File: src/rtl/logo_pkg.sv
// Shared types and geometry for the title / game-over logo overlay.
package logo_pkg;

  typedef enum logic [1:0] {
    MODE_NONE     = 2'd0,
    MODE_TITLE    = 2'd1,
    MODE_GAMEOVER = 2'd2
  } mode_t;

  typedef enum logic [2:0] {
    ST_OFF,
    ST_TITLE_SCROLL,
    ST_TITLE_HOLD,
    ST_OVER_BLINK,
    ST_OVER_HOLD
  } logo_state_t;

  localparam int TITLE_W = 96;
  localparam int OVER_W  = 128;
  localparam int LOGO_H  = 16;
  localparam int MAX_W   = OVER_W;

endpackage

File: src/rtl/logo_pixel_pipe.sv
// Window compare, ROM row addressing and 2-stage bit-select pipeline shared by both logos.
// Row words arrive left-aligned on a MAX_W-bit bus so one bit-select serves both widths.
module logo_pixel_pipe
  import logo_pkg::*;
(
  input  logic             clk,
  input  logic             rst_n,
  input  logic             i_en,
  input  logic             i_vis,
  input  logic [9:0]       i_draw_x,
  input  logic [9:0]       i_draw_y,
  input  logic [9:0]       i_org_x,
  input  logic [9:0]       i_org_y,
  input  logic [7:0]       i_width,
  input  logic [23:0]      i_rgb,
  input  logic [MAX_W-1:0] i_row,
  output logic [3:0]       o_addr,
  output logic             o_on,
  output logic [23:0]      o_rgb
);

  localparam int DX_W = $clog2(MAX_W);

  logic [10:0]      w_dx;
  logic [10:0]      w_dy;
  logic             w_in_win;
  logic             w_bit;
  logic [MAX_W-1:0] r_row;
  logic [DX_W-1:0]  r_dx;
  logic             r_valid;
  logic [23:0]      r_rgb;
  logic             r_on;
  logic [23:0]      r_out_rgb;

  // Bit 10 of each difference flags a pixel left of / above the logo origin.
  assign w_dx     = {1'b0, i_draw_x} - {1'b0, i_org_x};
  assign w_dy     = {1'b0, i_draw_y} - {1'b0, i_org_y};
  assign w_in_win = i_en
                 && !w_dx[10] && (w_dx[9:0] < {2'b00, i_width})
                 && !w_dy[10] && (w_dy[9:0] < 10'(LOGO_H));
  assign o_addr   = w_in_win ? w_dy[3:0] : 4'd0;
  assign w_bit    = r_row[DX_W'(MAX_W - 1) - r_dx];

  // NOTE: sequential state uses non-blocking assignments so every register samples
  // pre-edge values regardless of statement order; every flop here is reset, including
  // the row word, so nothing stale leaks out of the pipeline after reset.
  always_ff @(posedge clk or negedge rst_n) begin
    if (!rst_n) begin
      r_row     <= '0;
      r_dx      <= '0;
      r_valid   <= 1'b0;
      r_rgb     <= '0;
      r_on      <= 1'b0;
      r_out_rgb <= '0;
    end else begin
      r_row     <= i_row;
      r_dx      <= w_dx[DX_W-1:0];
      r_valid   <= w_in_win && i_vis;
      r_rgb     <= i_rgb;
      r_on      <= r_valid && w_bit;
      r_out_rgb <= (r_valid && w_bit) ? r_rgb : 24'h0;
    end
  end

  assign o_on  = r_on;
  assign o_rgb = r_out_rgb;

endmodule

File: src/rtl/logo_overlay.sv
// Title-scroll / game-over-blink overlay: per-frame animation FSM driving a shared
// pixel pipeline with the active logo origin, width and colour.
module logo_overlay
  import logo_pkg::*;
#(
  parameter int          SCREEN_H     = 480,
  parameter int          TITLE_X      = 272,
  parameter int          TITLE_Y      = 100,
  parameter int          OVER_X       = 256,
  parameter int          OVER_Y       = 232,
  parameter int          SCROLL_STEP  = 4,
  parameter int          BLINK_FRAMES = 128,
  parameter logic [23:0] TITLE_RGB    = 24'h00A0FF,
  parameter logic [23:0] OVER_RGB     = 24'hFF2020
) (
  input  logic          Clk,
  input  logic          Reset_n,
  input  logic          frame_start,
  input  logic [1:0]    mode,
  input  logic [9:0]    DrawX,
  input  logic [9:0]    DrawY,
  output logic [3:0]    galaga_addr,
  input  logic [95:0]   galaga_data,
  output logic [3:0]    gameover_addr,
  input  logic [127:0]  gameover_data,
  output logic          logo_on,
  output logic [23:0]   logo_rgb,
  output logic          title_done,
  output logic          over_done
);

  localparam int CNT_W = $clog2(BLINK_FRAMES);

  logo_state_t      r_state;
  logic [9:0]       r_logo_y;
  logic [CNT_W-1:0] r_frame_cnt;
  logic             r_title_done;
  logic             r_over_done;

  logic [10:0]      w_next_y;
  logic [CNT_W-1:0] w_next_cnt;
  logic             w_title_act;
  logic             w_over_act;
  logic             w_visible;
  logic [9:0]       w_org_x;
  logic [9:0]       w_org_y;
  logic [7:0]       w_width;
  logic [23:0]      w_rgb;
  logic [MAX_W-1:0] w_row;
  logic [3:0]       w_addr;

  assign w_next_y   = {1'b0, r_logo_y} - 11'(SCROLL_STEP);
  assign w_next_cnt = r_frame_cnt + CNT_W'(1);

  always_ff @(posedge Clk or negedge Reset_n) begin
    if (!Reset_n) begin
      r_state      <= ST_OFF;
      r_logo_y     <= 10'(SCREEN_H);
      r_frame_cnt  <= '0;
      r_title_done <= 1'b0;
      r_over_done  <= 1'b0;
    end else begin
      r_title_done <= 1'b0;
      r_over_done  <= 1'b0;
      if (frame_start) begin
        if (mode == MODE_TITLE) begin
          if (r_state == ST_TITLE_SCROLL) begin
            if ($signed(w_next_y) <= $signed(11'(TITLE_Y))) begin
              r_logo_y     <= 10'(TITLE_Y);
              r_state      <= ST_TITLE_HOLD;
              r_title_done <= 1'b1;
            end else begin
              r_logo_y <= w_next_y[9:0];
            end
          end else if (r_state != ST_TITLE_HOLD) begin
            r_state  <= ST_TITLE_SCROLL;
            r_logo_y <= 10'(SCREEN_H);
          end
        end else if (mode == MODE_GAMEOVER) begin
          if (r_state == ST_OVER_BLINK) begin
            r_frame_cnt <= w_next_cnt;
            if (w_next_cnt == CNT_W'(BLINK_FRAMES - 1)) begin
              r_state     <= ST_OVER_HOLD;
              r_over_done <= 1'b1;
            end
          end else if (r_state != ST_OVER_HOLD) begin
            r_state     <= ST_OVER_BLINK;
            r_frame_cnt <= '0;
          end
        end else begin
          // NONE and the reserved encoding 3 both blank the overlay.
          r_state  <= ST_OFF;
          r_logo_y <= 10'(SCREEN_H);
        end
      end
    end
  end

  assign w_title_act = (r_state == ST_TITLE_SCROLL) || (r_state == ST_TITLE_HOLD);
  assign w_over_act  = (r_state == ST_OVER_BLINK) || (r_state == ST_OVER_HOLD);
  assign w_visible   = w_title_act || (r_state == ST_OVER_HOLD)
                    || ((r_state == ST_OVER_BLINK) && !r_frame_cnt[4]);

  // NOTE: every output of a combinational block gets a default first, so no path
  // leaves a signal unassigned and no latch is inferred.
  always_comb begin
    w_org_x = 10'(TITLE_X);
    w_org_y = r_logo_y;
    w_width = 8'(TITLE_W);
    w_rgb   = TITLE_RGB;
    w_row   = {galaga_data, {(MAX_W - TITLE_W){1'b0}}};
    if (w_over_act) begin
      w_org_x = 10'(OVER_X);
      w_org_y = 10'(OVER_Y);
      w_width = 8'(OVER_W);
      w_rgb   = OVER_RGB;
      w_row   = gameover_data;
    end
  end

  logo_pixel_pipe u_pipe (
    .clk      (Clk),
    .rst_n    (Reset_n),
    .i_en     (w_title_act || w_over_act),
    .i_vis    (w_visible),
    .i_draw_x (DrawX),
    .i_draw_y (DrawY),
    .i_org_x  (w_org_x),
    .i_org_y  (w_org_y),
    .i_width  (w_width),
    .i_rgb    (w_rgb),
    .i_row    (w_row),
    .o_addr   (w_addr),
    .o_on     (logo_on),
    .o_rgb    (logo_rgb)
  );

  assign galaga_addr   = w_title_act ? w_addr : 4'd0;
  assign gameover_addr = w_over_act  ? w_addr : 4'd0;
  assign title_done    = r_title_done;
  assign over_done     = r_over_done;

endmodule

File: config.mk
export PLATFORM = sky130hd
export DESIGN_NAME = logo_overlay
export DESIGN_NICKNAME = d
export VERILOG_FILES = /design/src/rtl/logo_pkg.sv /design/src/rtl/logo_pixel_pipe.sv /design/src/rtl/logo_overlay.sv
export SDC_FILE = /design/constraint.sdc
export NUM_CORES = 1
export LEC_CHECK = 0
export ABC_AREA = 1
export BUFFER_PORTS_ARGS = -buffer_cell sky130_fd_sc_hd__buf_2
export CAP_MARGIN = 40
export CORE_MARGIN = 5
export CORE_UTILIZATION = 41
export DETAILED_ROUTE_END_ITERATION = 16
export PLACE_DENSITY = 0.66
export SETUP_SLACK_MARGIN = 0.15
export SYNTH_ARGS = -nofsm -noshare
export SYNTH_HDL_FRONTEND = slang
export SYNTH_SLANG_ARGS = --single-unit
File: constraint.sdc
create_clock -name Clk -period 6.5 [get_ports Clk]
set_input_delay 0.325 -clock Clk [delete_from_list [all_inputs] [get_ports Clk]]
set_output_delay 0.325 -clock Clk [all_outputs]
set_load 0.01 [all_outputs]
# After elaboration in Yosys (flattened, before gate mapping)
# Index checks and enable logic that the tools add are counted.
op_classes:
  n_reduce_logical: 19
  magnitude_cmp: 4
  n_eq_ne: 14
  muxes: 35
  mul: 0
  div: 0
  bitwise: 1
  add_sub_neg: 5
  n_shift: 0
ops:
  columns: ["op", "n"]
  rows:
  - ["2-to-1 mux 128 bit", 1]
  - ["2-to-1 mux 10 bit", 6]
  - ["2-to-1 mux 24 bit", 2]
  - ["2-to-1 mux 3 bit", 8]
  - ["2-to-1 mux 7 bit", 2]
  - ["2-to-1 mux 4 bit", 3]
  - ["<= comparator 11 x 8 -> 1 bit (second input constant)", 1]
  - ["subtractor 10 x 10 -> 11 bit", 1]
  - ["subtractor 10 x 3 -> 11 bit (second input constant)", 1]
  - ["subtractor 10 x 9 -> 11 bit", 1]
  - ["< comparator 10 x 5 -> 1 bit (second input constant)", 1]
  - ["< comparator 10 x 8 -> 1 bit", 1]
  - ["2-to-1 mux 1 bit", 10]
  - ["< comparator 7 x 8 -> 1 bit (second input constant)", 1]
  - ["2-to-1 mux 8 bit", 1]
  - ["adder 7 x 1 -> 7 bit (second input constant)", 1]
  - ["binary-select mux 1 bit (select 7 bit)", 1]
  - ["equality test 7 bit (second input constant)", 1]
  - ["logical AND 1 bit", 7]
  - ["subtractor 7 bit (first input constant)", 1]
  - ["equality test 3 x 2 -> 1 bit (second input constant)", 2]
  - ["inequality test 3 bit (second input constant)", 2]
  - ["logical OR 1 bit", 5]
  - ["2-to-1 mux 5 bit", 1]
  - ["other kinds (15)", 17]
totals:
  mem_bits_ro: 0
  word_cells: 89
  mem_count: 0
  latchBits: 0
  inputBits: 249
  ff_bits: 207
  output_inout_bits: 35
  mem_bits_rw: 0

# Logic depth before layout (Yosys ltp)
# Gate-level depths: netlist (run 1).
depth:
  depth_word: 11
  ltp_mapped: 19
  mapped_depth_nobuf: 17

# By module
# From an unflattened synthesis (run 1), not the netlist that was laid out.
unflattened:
  hier_cells: 1351
  area_unflattened_um2: 10405.0
modules_own_cells:
  columns: ["mod", "instances", "cells_each", "area_each_um2", "seq_area_each_um2"]
  rows:
  - ["logo_pixel_pipe", 1, 771, 7534.7, 4629.4]
  - ["logo_overlay", 1, 580, 2870.3, 505.5]

# Worst setup path before layout (run 1)
# OpenSTA, ideal clock, no wires.
synth_timing:
  path_type: "reg-to-output"
  startpoint: "register r_state[1]"
  endpoint: "output port galaga_addr[2]"
  t_required_ns: 6.175
  n_path_buf: 2
  path_stages_with_launch: 17
  arrival_ns: 2.629
  slack_ns: 3.546
  cell_sequence: "dfrtp_1 nand3_1 nand2_1 inv_1 buf_2 buf_2 ha_1 nand2_1 o21ai_0 nand2_1 ha_1 a21oi_1 nand3_1 nand3b_1 nor2_2 nand3_1 nor2_1"
synth_between:
  elab_chain_cells: 11
  word_cells_on_any_way: 22
  classes_between: "add/sub (2); order compare (2); eq/ne (4); mux (5); reduce/logical (9)"
synth_lines:
  columns: ["item", "line", "rtl"]
  rows:
  - ["from (decl)", "logo_overlay.sv:34", "logo_state_t r_state;"]
  - ["from (signal assigned)", "logo_overlay.sv:57", "r_state <= ST_OFF;"]
  - ["from (signal assigned)", "logo_overlay.sv:70", "r_state <= ST_TITLE_HOLD;"]
  - ["from (signal assigned)", "logo_overlay.sv:76", "r_state <= ST_TITLE_SCROLL;"]
  - ["equality test 3 x 2 -> 1 bit / equality test 3 bit (equally long branches)", "logo_overlay.sv:100", "assign w_over_act = (r_state == ST_OVER_BLINK) || (r_state == ST_OVER_HOLD);"]
  - ["logical OR 1 bit *", "logo_overlay.sv:100", null]
  - ["2-to-1 mux 5 bit *", "logo_overlay.sv:112", "if (w_over_act) begin"]
  - ["named net u_pipe.i_org_x[4]", "logo_pixel_pipe.sv:12", "input logic [9:0] i_org_x,"]
  - ["subtractor 10 x 9 -> 11 bit *", "logo_pixel_pipe.sv:36", "assign w_dx = {1'b0, i_draw_x} - {1'b0, i_org_x};"]
  - ["parallel branches: the longest is 2 deep, another holds < comparator 10 x 8 -> 1 bit", null, null]
  - ["logical AND 1 bit *", "logo_pixel_pipe.sv:39", "&& !w_dx[10] && (w_dx[9:0] < {2'b00, i_width})"]
  - ["logical AND 1 bit * (2 in series)", "logo_pixel_pipe.sv:40", "&& !w_dy[10] && (w_dy[9:0] < 10'(LOGO_H));"]
  - ["2-to-1 mux 4 bit *", "logo_pixel_pipe.sv:41", "assign o_addr = w_in_win ? w_dy[3:0] : 4'd0;"]
  - ["2-to-1 mux 4 bit *", "logo_overlay.sv:138", "assign galaga_addr = w_title_act ? w_addr : 4'd0;"]
  - ["to (decl)", "logo_overlay.sv:22", "output logic [3:0] galaga_addr,"]
# Mark *: on every way through the listed nets, which the timed path passes.

# Worst setup path after layout (run 1)
layout_timing:
  startpoint: "register r_state[2]"
  endpoint: "output port gameover_addr[3]"
layout_between:
  elab_chain_cells: 11
  word_cells_on_any_way: 22
  classes_between: "add/sub (2); order compare (2); eq/ne (4); mux (5); reduce/logical (9)"
layout_lines:
  columns: ["item", "line", "rtl"]
  rows:
  - ["parallel branches: the longest is 10 deep, another holds subtractor 10 x 9 -> 11 bit", null, null]
  - ["2-to-1 mux 4 bit *", "logo_overlay.sv:139", "assign gameover_addr = w_over_act ? w_addr : 4'd0;"]
  - ["to (decl)", "logo_overlay.sv:24", "output logic [3:0] gameover_addr,"]
# Mark *: on every way between the ends.

==> results of run 1 <==
[per-layer routing]
layer | share of wire, % | track usage (%)
met5 | 0 | 0
met4 | 2.1 | 7.191
met3 | 5.4 | 3.744
met2 | 50 | 35.67
met1 | 42 | 24.45
[cells by family (layout without fill, tap and decap cells)]
| kind of cell | count (synthesis) | count (layout) | share of synthesized area [%] |
|---|---|---|---|
| other | 2 | 11 | 0.08810 |
| flip-flops | 163 | 163 | 47.91 |
| AO/OA/AOI/OAI | 36 | 36 | 2.363 |
| adder cells (fa/ha/maj) | 18 | 18 | 2.730 |
| XOR/XNOR | 16 | 16 | 1.820 |
| AND/OR/NAND/NOR | 744 | 744 | 36.00 |
| buffers and inverters | 170 | 422 | 9.086 |
[worst max path at each step]
stage,startpoint,end,cells past startpoint
finish,r_state[2],gameover_addr[3],16
global route,r_state[1],gameover_addr[3],16
CTS,r_state[2],gameover_addr[3],16
detailed placement,r_state[2],gameover_addr[3],16
global placement,r_state[1],gameover_addr[3],16
floorplan,r_state[1],galaga_addr[2],16
[worst register-to-register path: stages, from the launching register on]
cell and delay [ns]:
dfrtp_1 0.40, inv_1 0.08, nand3_1 0.18, nand2_4 0.31
inv_4 0.54, buf_4 0.77, nand2_1 0.15, ha_1 0.38
inv_1 0.09, nor3_1 0.29, nand2_1 0.10, nand3_1 0.08
a31oi_1 0.05, nor2_2 0.21, and3_2 0.20
[layout make-up]
class | instances | area (sq um) | share of cell area (%)
diodes | 1 | 2.502 | 0.02353
clock inverters | 12 | 145.1 | 1.365
flip-flops and latches | 163 | 4085 | 38.41
repair buffers | 291 | 1530 | 14.39
inverters | 99 | 374.1 | 3.518
multi-input cells | 824 | 3704 | 34.82
well taps | 270 | 337.8 | 3.176
clock buffers | 20 | 456.7 | 4.294
[what timing repair did]
| action | in CTS | in global routing |
|---|---|---|
| hold buffers | 5 | 0 |
| endpoints found under the setup margin | 0 | 0 |
| endpoints found under the hold margin | 5 | 0 |
[layout by cell type, fill, tap and decap left out, types with 2 or more instances in the layout]
cell	count
a21oi_1	9
a31oi_1	2
buf_2	276
buf_4	8
bufinv_16	2
clkbuf_16	17
clkbuf_8	2
clkinv_4	3
conb_1	10
dfrtp_1	158
dfstp_2	4
dlygate4sd3_1	5
ha_1	17
inv_1	93
inv_2	5
inv_6	4
nand2_1	503
nand3_1	144
nand3_2	5
nand3b_1	3
nand4_1	6
nor2_1	69
nor2_2	2
nor3_1	5
o21ai_0	11
o21ai_1	5
o22ai_1	5
xnor2_1	3
xor2_1	11
xor2_2	2
[stage by stage]
step / hold slack [ns] / worst slack [ns]
2_1_floorplan: 0.02941 / 3.546
3_3_place_gp: 0.4343 / 2.338
3_5_place_dp: 0.4345 / 2.211
5_1_grt: 0.08081 / 1.329
6_report: 0.08136 / 1.752
4_1_cts: 0.07252 / 1.736
[synth_stat cells]
library cell,instances
o22ai_1,5
a22oi_1,1
buf_4,28
nor2_4,1
clkbuf_1,10
buf_2,25
dfstp_2,4
xor2_1,11
nand3_1,144
nand2_2,1
xnor2_1,3
nor2_1,69
ha_1,17
and3_2,1
or2_2,1
a32o_1,1
nand3_2,5
nand3b_1,3
nand2_1,504
o21ai_0,11
a21oi_1,9
o21bai_1,1
inv_2,5
xor2_2,2
o21ai_1,5
fa_1,1
nor3_2,1
nor2_2,2
dfrtp_1,159
nor3_1,5
inv_1,94
o211ai_1,1
nand4_1,6
buf_1,8
and2_4,1
a31oi_1,2
conb_1,2
[state kept, by name (all words and copies together), names as in the netlist, 3 cells and up]
name and cells:
u_pipe.r_row 128, r_state 3, r_frame_cnt 7, r_logo_y 8, u_pipe.o_rgb 3, u_pipe.r_rgb 3, u_pipe.r_dx 7
[power breakdown]
| group | leakage (nW) | internal [mW] | switching, mW |
|---|---|---|---|
| Clock | 0.294 | 0.595 | 0.426 |
| Sequential | 2.02 | 1.11 | 0.0361 |
| Combinational | 3.71 | 0.181 | 0.307 |
| Total | 6.02 | 1.89 | 0.769 |
==> flow_metrics.py, run 1 <==
metrics = {
    "status": {
        "outcome": "complete, no violations",
    },
    "setup_path": {
        "required_ns": 6.17,
        "r2r_slack_ns": 2.63,
        "cp_slowest_cell": "buf_4",
        "criticalPathCategory": "reg -> out",
        "crit_path_frequent_cell": "nand3_1",
        "critPathTopFamily": "buffers and inverters",
        "max_stage_delay_ns": 0.76,
        "timing.rr.end": "u_pipe.r_valid",
        "worst-r2r-cell-count": 14,
        "path_max_fanout": 87,
        "cp.arrival_ns": 4.42,
        "crit_chain": "inv_1 -> nand3_1 -> nand2_4 -> inv_4 -> buf_4 -> nand2_1 -> ha_1 -> inv_1 -> nor3_1 -> nand2_1 -> nand3_1 -> a31oi_1 -> nor2_2 -> nand3_1 -> nor2_1 -> buf_2",
        "critPathCaptureType": "output pin",
        "r2r-start": "r_state[2]",
        "crit_buf_inv": 5,
        "cp-start-kind": "flop",
    },
    "synth": {
        "synth-seq-area-share_pct": 47.91,
        "synth_area_leader_cell": "dfrtp_1",
        "synth.avg_cell_area_sq_um": 7.419,
        "synth_top_area_share_pct": 46.68,
        "ys_types": 37,
        "syn_inst": 1149,
        "syn_area_sq_um": 8524,
        "synth-seq-cells": 163,
        "synthTopCellsByArea": "dfrtp_1, nand2_1, nand3_1",
        "ys_warn_count": 0,
    },
    "cts": {
        "insertion_delay_ns": 0.43,
        "tritoncts": "done",
        "clk_pin_slew_ns": 0.07,
        "cts_resized": 0,
        "clock_sinks": 163,
        "htree_num_levels": 4,
        "numCtsBuffers": 17,
        "clock_tree.buffer_depth": 2,
        "post_cts_buffers": 0,
        "cts_root_buf": "clkbuf_16",
    },
    "floorplanning": {
        "rows": 52,
        "dieHeight_um": 154.2,
        "dieArea_sq_um": 23770,
        "initial_utilization_pct": 41.86,
        "core_area_sq_um": 20360,
        "ios": 284,
        "die_w_um": 154.2,
    },
    "detailed_routing": {
        "wire_per_inst_um": 14.41,
        "via_per_inst": 4.733,
        "drc": 0,
        "drt_iter0_drc": 490,
        "ant_nets": 0,
        "routed_wl_um": 24210,
        "vias": 7952,
        "dr.pass1.iters": 5,
    },
    "hold_path": {
        "whs_endpoint": "u_pipe.r_row[91]",
        "holdPathStages": 3,
        "hold_class": "in -> reg",
        "hp-start": "galaga_data[59]",
    },
    "layout": {
        "stdcell_count": 1680,
        "postLayoutCoreUtil_pct": 52.22,
        "final_nets": 1663,
        "num-fill-cells": 1980,
        "syn2layout_area_growth_pct": 24.76,
        "stdcell_area_sq_um": 10640,
        "drive_gt1_share_pct": 24.41,
    },
    "run": {
        "max-cap-violations": 0,
    },
    "sta": {
        "period_minus_slack_ns": 4.748,
        "max_freq_ghz": 0.2106,
        "setup_violations": 0,
        "finalCritPeriodShare_pct": 73.04,
        "relSlewSlack_pct": 44.01,
        "worst_pin_slew_ns": 0.8399,
        "fin_worst_skew_ns": 0.01034,
        "setup_tns_ns": 0,
        "hold_viol_final": 0,
        "rsz0062_at_grt": "no",
        "final_max_slew_viol_count": 0,
    },
    "power_and_ir_drop": {
        "ir_drop_mv": 0.1674,
        "power_mw": 2.658,
        "leakagePower_nw": 6.019,
        "cellPowerDensity_nw_per_um2": 249.9,
    },
    "placed_design": {
        "place_area_sq_um": 9981,
        "gp_congestion": 0.8564,
        "dp_hpwl_um": 17390,
        "io_buffers": 277,
        "dp.cells": 1642,
    },
    "global_routing": {
        "grt_max_degree": 94,
        "grt_pass1_wl_um": 38410,
        "antenna_found_initial": 1,
        "grt-ovfl-total": 0,
        "track_usage_pct": 20.10,
        "grt_pass1_vias": 7877,
    },
}
Note: power is estimated with default switching activity, not from simulation.
==> inputs of run 2 (changes only) <==
==> constraint.sdc (replaced) <==
create_clock -name Clk -period 4.96 [get_ports Clk]
set_input_delay 0.248 -clock Clk [delete_from_list [all_inputs] [get_ports Clk]]
set_output_delay 0.248 -clock Clk [all_outputs]
set_load 0.01 [all_outputs]
==> run 2 against run 1 <==
- design area is 0.65% higher
- sequential power up 30%
- global-route usage is 0.19 points lower
- highest routed layer unchanged
- register-to-register slack got worse by 0.98 ns
- sequential share of layout area down 0.25 points
- critical path depth is the same
- critical path type unchanged
- routed wire length shrank 1.0%
- total power increased by 33%
- sequential cell count unchanged
- worst hold slack got worse by 0.068 ns
==> flow_metrics.py, run 2 (synthesis gave the netlist of run 1 again) <==
metrics = {
    "cts": {
        "clock_tree.buffer_depth": 2,
        "insertion_delay_ns": 0.43,
        "cts_resized": 0,
        "postCtsHoldBufs": 9,
        "clock_sinks": 163,
        "clk_pin_slew_ns": 0.07,
        "cts_root_buf": "clkbuf_16",
        "tritoncts": "done",
        "numCtsBuffers": 17,
        "htree_num_levels": 4,
        "post_cts_buffers": 0,
    },
    "detailed_routing": {
        "routed_wl_um": 23950,
        "dr.pass1.iters": 5,
        "drt_iter0_drc": 559,
        "drc": 0,
        "ant_nets": 0,
        "via_per_inst": 4.661,
        "vias": 7845,
        "wire_per_inst_um": 14.23,
    },
    "power_and_ir_drop": {
        "leakagePower_nw": 6.054,
        "swShare_pct": 28.91,
        "clkPwrFrac_pct": 39.1,
        "ir_drop_mv": 0.2442,
        "seq_power_share_pct": 42.6,
        "comb_power_share_pct": 18.3,
        "switchingPower_mw": 1.020,
        "cellPowerDensity_nw_per_um2": 329.5,
        "power.internal_mw": 2.507,
    },
    "sta": {
        "rsz0062_at_grt": "no",
        "final_max_slew_viol_count": 0,
        "period_minus_slack_ns": 4.137,
        "max_freq_ghz": 0.2417,
        "fin_hold_ws_ns": 0.01290,
        "setup_tns_ns": 0,
        "finalCritPeriodShare_pct": 83.41,
        "setup_violations": 0,
        "fin_worst_skew_ns": 0.02055,
        "worst_pin_slew_ns": 0.8122,
        "hold_viol_final": 0,
        "relSlewSlack_pct": 45.85,
    },
    "setup_path": {
        "r2r_slack_ns": 1.65,
        "criticalPathCategory": "reg -> out",
        "timing.rr.end": "u_pipe.r_valid",
        "cp.arrival_ns": 3.89,
        "cp_num_cells": 16,
        "crit_buf_inv": 3,
        "cp-start-kind": "flop",
        "critPathTopFamily": "simple AND/OR/NAND/NOR gates",
        "crit_end": "gameover_addr[2]",
        "crit_path_frequent_cell": "nand3_1",
        "max_stage_delay_ns": 0.54,
        "r2r-start": "r_state[2]",
        "required_ns": 4.71,
        "cp-startpoint": "r_state[2]",
        "worst-r2r-cell-count": 14,
        "critPathCaptureType": "output pin",
        "path_max_fanout": 57,
        "cp_slowest_cell": "inv_4",
        "crit_chain": "inv_1 -> nand3_1 -> nand2_4 -> inv_4 -> ha_1 -> nand2_1 -> o21ai_0 -> nand2_1 -> ha_1 -> a21oi_1 -> nand3_1 -> nand3b_1 -> nor2_2 -> nand3_1 -> nor2_1 -> buf_2",
    },
    "floorplanning": {
        "initial_utilization_pct": 41.86,
        "dieHeight_um": 154.2,
        "die_w_um": 154.2,
        "ios": 284,
        "rows": 52,
        "core_area_sq_um": 20360,
        "dieArea_sq_um": 23770,
    },
    "global_routing": {
        "grt_pass1_vias": 7684,
        "antenna_found_initial": 0,
        "grt_pass1_wl_um": 38180,
        "grt-ovfl-total": 0,
        "grt_max_degree": 86,
        "track_usage_pct": 19.91,
    },
    "placed_design": {
        "dp_hpwl_um": 17220,
        "io_buffers": 277,
        "gp_congestion": 0.8240,
    },
    "layout": {
        "drive_gt1_share_pct": 24.42,
        "postLayoutCoreUtil_pct": 52.56,
        "final_cell_mix": "nand2_1, buf_2, dfrtp_1",
        "final_common_cell": "nand2_1",
        "syn2layout_area_growth_pct": 25.57,
        "top_register": "u_pipe.r_row",
        "diodes": 0,
        "largest_reg_flops": 128,
        "top_regs": "u_pipe.r_row x128, r_logo_y x8",
        "final_nets": 1667,
    },
    "run": {
        "max-cap-violations": 0,
    },
    "status": {
        "outcome": "complete, no violations",
    },
    "hold_path": {
        "hold_class": "in -> reg",
    },
}
-- run 2: changes by cell type in the layout (fill, tap and decap cells not counted), sizes merged --
cell and delta:
dlygate4sd3 +4, bufinv +1, clkinvlp -1, diode -1, clkbuf -3, inv +1
clkinv +2
-- run 2: cell type report --
cell class / instances / area [sq um]
Clock inverter: 15 / 195.2
Sequential cell: 163 / 4085
Timing Repair Buffer: 295 / 1583
Inverter: 99 / 374.1
Clock buffer: 17 / 425.4
Fill cell: 1965 / 9661
Multi-Input combinational cell: 824 / 3704
Tap cell: 270 / 337.8
-- run 2: routing by layer --
| metal | vias up | global-route usage [%] | part of all wire, % | wire (um) |
|---|---|---|---|---|
| met3 | 34 | 3.632 | 5.1 | 1218 |
| met5 | - | 0 | 0 | 0 |
| met2 | 219 | 33.24 | 49 | 11630 |
| met4 | 0 | 6.098 | 1.8 | 435 |
| li1 | 4028 | - | - | - |
| met1 | 3564 | 26.50 | 45 | 10670 |
-- run 2: worst min-delay path: cells and delay by family --
| family | cells | cell delay, ns |
|---|---|---|
| buffers and inverters | 1 | 0.07 |
| and+or+nand+nor | 2 | 0.09 |
-- run 2: how the worst min path moves through the flow --
stage | from | end | slack, ns | cells after the start
final | galaga_data[29] | u_pipe.r_row[61] | 0.01 | 3
after global routing | gameover_data[29] | u_pipe.r_row[29] | 0.004 | 3
after CTS | gameover_data[29] | u_pipe.r_row[29] | 0.0003 | 3
after detailed placement | Reset_n | u_pipe.r_row[66] | 0.20 | 1
after global placement | DrawX[3] | u_pipe.r_dx[3] | 0.36 | 1
after floorplan | Reset_n | over_done | -0.05 | 0
-- run 2: power groups by stage --
stage / sequential (mW) / clock [mW] / combinational, mW
3_3_place_gp: 1.53 / 0 / 0.636
2_1_floorplan: 1.51 / 0 / 0.408
5_1_grt: 1.52 / 1.47 / 0.741
3_5_place_dp: 1.53 / 0 / 0.646
4_1_cts: 1.50 / 1.41 / 0.656
6_report: 1.50 / 1.38 / 0.645
-- run 2: metrics by stage --
stage	instance area, sq um	setup slack [ns]	instances	total power [mW]
6_report	10700	0.8227	1683	3.527
3_3_place_gp	9946	1.403	1640	2.162
3_5_place_dp	9993	1.260	1642	2.173
2_1_floorplan	8554	2.083	1157	1.923
5_1_grt	10700	0.4216	1683	3.725
4_1_cts	10700	0.7784	1683	3.570
==> inputs of run 3 (changes only) <==
--- a/config.mk
+++ b/config.mk
@@ -5,13 +5,13 @@
 export SDC_FILE = /design/constraint.sdc
 export NUM_CORES = 1
 export LEC_CHECK = 0
-export ABC_AREA = 1
+export ABC_AREA = 0
 export BUFFER_PORTS_ARGS = -buffer_cell sky130_fd_sc_hd__buf_2
 export CAP_MARGIN = 40
 export CORE_MARGIN = 5
 export CORE_UTILIZATION = 41
 export DETAILED_ROUTE_END_ITERATION = 16
-export PLACE_DENSITY = 0.66
+export PLACE_DENSITY = 0.67
 export SETUP_SLACK_MARGIN = 0.15
 export SYNTH_ARGS = -nofsm -noshare
 export SYNTH_HDL_FRONTEND = slang
==> constraint.sdc (replaced) <==
create_clock -name Clk -period 4 [get_ports Clk]
set_input_delay 0.2 -clock Clk [delete_from_list [all_inputs] [get_ports Clk]]
set_output_delay 0.2 -clock Clk [all_outputs]
set_load 0.01 [all_outputs]
==> run 3 against run 2 <==
- core utilization grew 11 points
- first-iteration DRC count shrank 35%
- critical path depth shrank 2
- clock power grew 9%
- register-to-register slack lost 0.70 ns
==> flow_metrics.py, run 3 <==
metrics = {
    "synth": {
        "synth_commonest_cells": "nand2_1, dfrtp_1, and2_1",
        "ys_types": 61,
        "ys_warn_count": 0,
        "synth_area_leader_cell": "dfrtp_1",
        "synth_edf_count": 0,
        "synth_ff_type": "dfrtp_1",
        "synth.avg_cell_area_sq_um": 9.682,
        "synth_most_common_cell": "nand2_1",
        "synth-seq-cells": 163,
        "synthTopCellsByArea": "dfrtp_1, nand2_1, mux4_2",
        "syn_area_sq_um": 8123,
        "synth_top_area_share_pct": 48.98,
        "syn_inst": 839,
        "synth-seq-area-share_pct": 50.28,
        "async_reset_ff_share_pct": 100.0,
    },
    "global_routing": {
        "grt_util_met3_pct": 5.117,
        "antenna_found_initial": 0,
        "busiest_layer": "met2",
        "grt_pass1_wl_um": 37920,
        "grt-ovfl-total": 0,
        "grt_max_degree": 95,
        "grt_pass1_vias": 7740,
        "grtUsageMet1_pct": 26.31,
        "grtUsageMet2_pct": 37.87,
        "track_usage_pct": 21.53,
    },
    "power_and_ir_drop": {
        "cellPowerDensity_nw_per_um2": 352.0,
        "ir_drop_mv": 0.2629,
        "leakagePower_nw": 6.193,
    },
    "status": {
        "outcome": "complete, no violations",
    },
    "cts": {
        "clock_sinks": 163,
        "clk_pin_slew_ns": 0.06,
        "insertion_delay_ns": 0.42,
        "tritoncts": "done",
        "clock_tree.buffer_depth": 2,
        "htree_num_levels": 4,
        "cts_root_buf": "clkbuf_16",
        "numCtsBuffers": 17,
    },
    "layout": {
        "drive_gt1_share_pct": 30.56,
        "seqCellArea_sq_um": 4089,
        "final_cell_mix": "nand2_1, buf_2, dlygate4sd3_1",
        "syn2layout_area_growth_pct": 51.19,
        "top_regs": "u_pipe.r_row x128, r_logo_y x8",
        "top_register": "u_pipe.r_row",
        "final_nets": 1553,
        "num-fill-cells": 1473,
        "largest_reg_flops": 128,
        "stdcell_count": 1564,
        "diodes": 0,
        "final_common_cell": "nand2_1",
        "multi_input_area_sq_um": 3780,
    },
    "floorplanning": {
        "dieArea_sq_um": 22730,
        "dieHeight_um": 150.8,
        "die_w_um": 150.8,
        "core_area_sq_um": 19460,
        "initial_utilization_pct": 41.74,
        "rows": 51,
        "ios": 284,
    },
    "setup_path": {
        "path_max_fanout": 6,
        "critPathCaptureType": "output pin",
        "required_ns": 3.80,
        "criticalPathCategory": "reg -> out",
        "cp-startpoint": "r_state[0]",
        "r2r-start": "r_state[0]",
        "cp.arrival_ns": 3.50,
        "cp-start-kind": "flop",
    },
    "sta": {
        "final_max_slew_viol_count": 0,
        "setup_tns_ns": 0,
        "worst_pin_slew_ns": 0.8484,
        "max_freq_ghz": 0.2703,
        "fin_worst_skew_ns": 0.009796,
        "period_minus_slack_ns": 3.699,
        "hold_viol_final": 0,
        "rsz0062_at_grt": "yes",
        "setup_violations": 0,
        "finalCritPeriodShare_pct": 92.48,
        "relSlewSlack_pct": 43.44,
    },
    "hold_path": {
        "hold_class": "in -> reg",
        "hp-start": "gameover_data[104]",
    },
    "detailed_routing": {
        "ant_nets": 0,
        "drc": 0,
        "dr.pass1.iters": 7,
        "wire_per_inst_um": 16.12,
        "via_per_inst": 4.805,
        "vias": 7515,
        "drt_iter0_drc": 366,
        "routed_wl_um": 25210,
    },
    "run": {
        "max-cap-violations": 0,
    },
    "placed_design": {
        "dp.cells": 1336,
        "gp_congestion": 0.8241,
        "io_buffers": 277,
        "dp_hpwl_um": 16280,
    },
}
==> run 3: changes by cell type after synthesis, sizes merged, moves of 9 or more <==
cell and change:
xor2 -9, o21ai +10, mux4 +32, nor4 +10
nand2 -199, and2 +34, nand3 -138, nor2b +9
o22ai +11, nor2 -50, clkbuf +18, buf -26
inv -79
==> run 3: kinds of logic after synthesis <==
family	after synthesis	share of synthesized area, %
adders and majority gates	18	2.865
other	2	0.09246
DFF	163	50.28
muxes	34	9.319
AOI/OAI and AO/OA	85	6.562
xor gates and xnor gates	11	1.186
buffers and inverters	84	5.437
and+or+nand+nor	442	24.26
==> run 3: per-layer routing <==
layer  share of wire, %  vias up
li1                   -     3676
met1                 41     3552
met2                 52      255
met3                5.9       32
met4                1.8        0
met5                  0        -
==> run 3: report_power, final <==
part / total [mW] / switching, mW / internal (mW)
clock network: 1.50 / 0.665 / 0.839
logic: 0.954 / 0.443 / 0.510
registers: 1.86 / 0.0733 / 1.79
total: 4.32 / 1.18 / 3.14
==> run 3: area by class of cell <==
type	count	share of cell area [%]
Clock buffer	20	3.719
Clock inverter	12	0.8151
Inverter	21	0.6826
Multi-Input combinational cell	600	30.78
Sequential cell	163	33.30
Tap cell	265	2.700
Timing Repair Buffer	483	28.01
==> run 3: repair_timing <==
| item | 4_1_cts | 5_1_grt |
|---|---|---|
| hold buffers | 179 | 3 |
| resized for setup | 5 | 32 |
| setup buffers | 5 | 9 |
| pin swaps | 1 | 12 |
| setup endpoints to repair | 8 | 8 |
| hold endpoints to repair | 196 | 3 |
==> run 3: worst paths after layout <==
path,end,cells past startpoint,slack (ns)
max,galaga_addr[0],14,0.30
min,u_pipe.r_row[104],3,0.01
max reg2reg,u_pipe.r_valid,14,0.95
min reg2reg,u_pipe.o_rgb[13],1,0.45
max in group asynchronous,u_pipe.o_rgb[15],3,2.73
min in group asynchronous,u_pipe.r_row[70],2,0.43
==> run 3: through the flow <==
| step | worst slack (ns) | utilization (%) | hold slack [ns] | area (sq um) | power (mW) |
|---|---|---|---|---|---|
| after global routing | 0.09374 | 63.10 | 0.002334 | 12280 | 4.544 |
| final | 0.3009 | 63.10 | 0.01127 | 12280 | 4.323 |
| after floorplan | 0.3794 | - | -0.09559 | 8153 | 2.275 |
| after global placement | 0.3631 | 49.42 | 0.3158 | 9619 | 2.560 |
| after CTS | 0.1831 | 61.79 | 0.0006639 | 12030 | 4.298 |
| after detailed placement | 0.2318 | 49.45 | 0.3142 | 9624 | 2.572 |
==> run 3: critical path, stage by stage, from the launching register on <==
cell       delay [ns]
dfrtp_2          0.46
nand2b_4         0.13
nor2_4           0.06
a21oi_4          0.24
ha_4             0.19
ha_4             0.13
nor3b_4          0.21
xnor2_2          0.10
nor4_2           0.29
o2111ai_1        0.17
nor4_2           0.32
o2111ai_2        0.18
buf_6            0.19
nor4b_2          0.23
buf_2            0.16
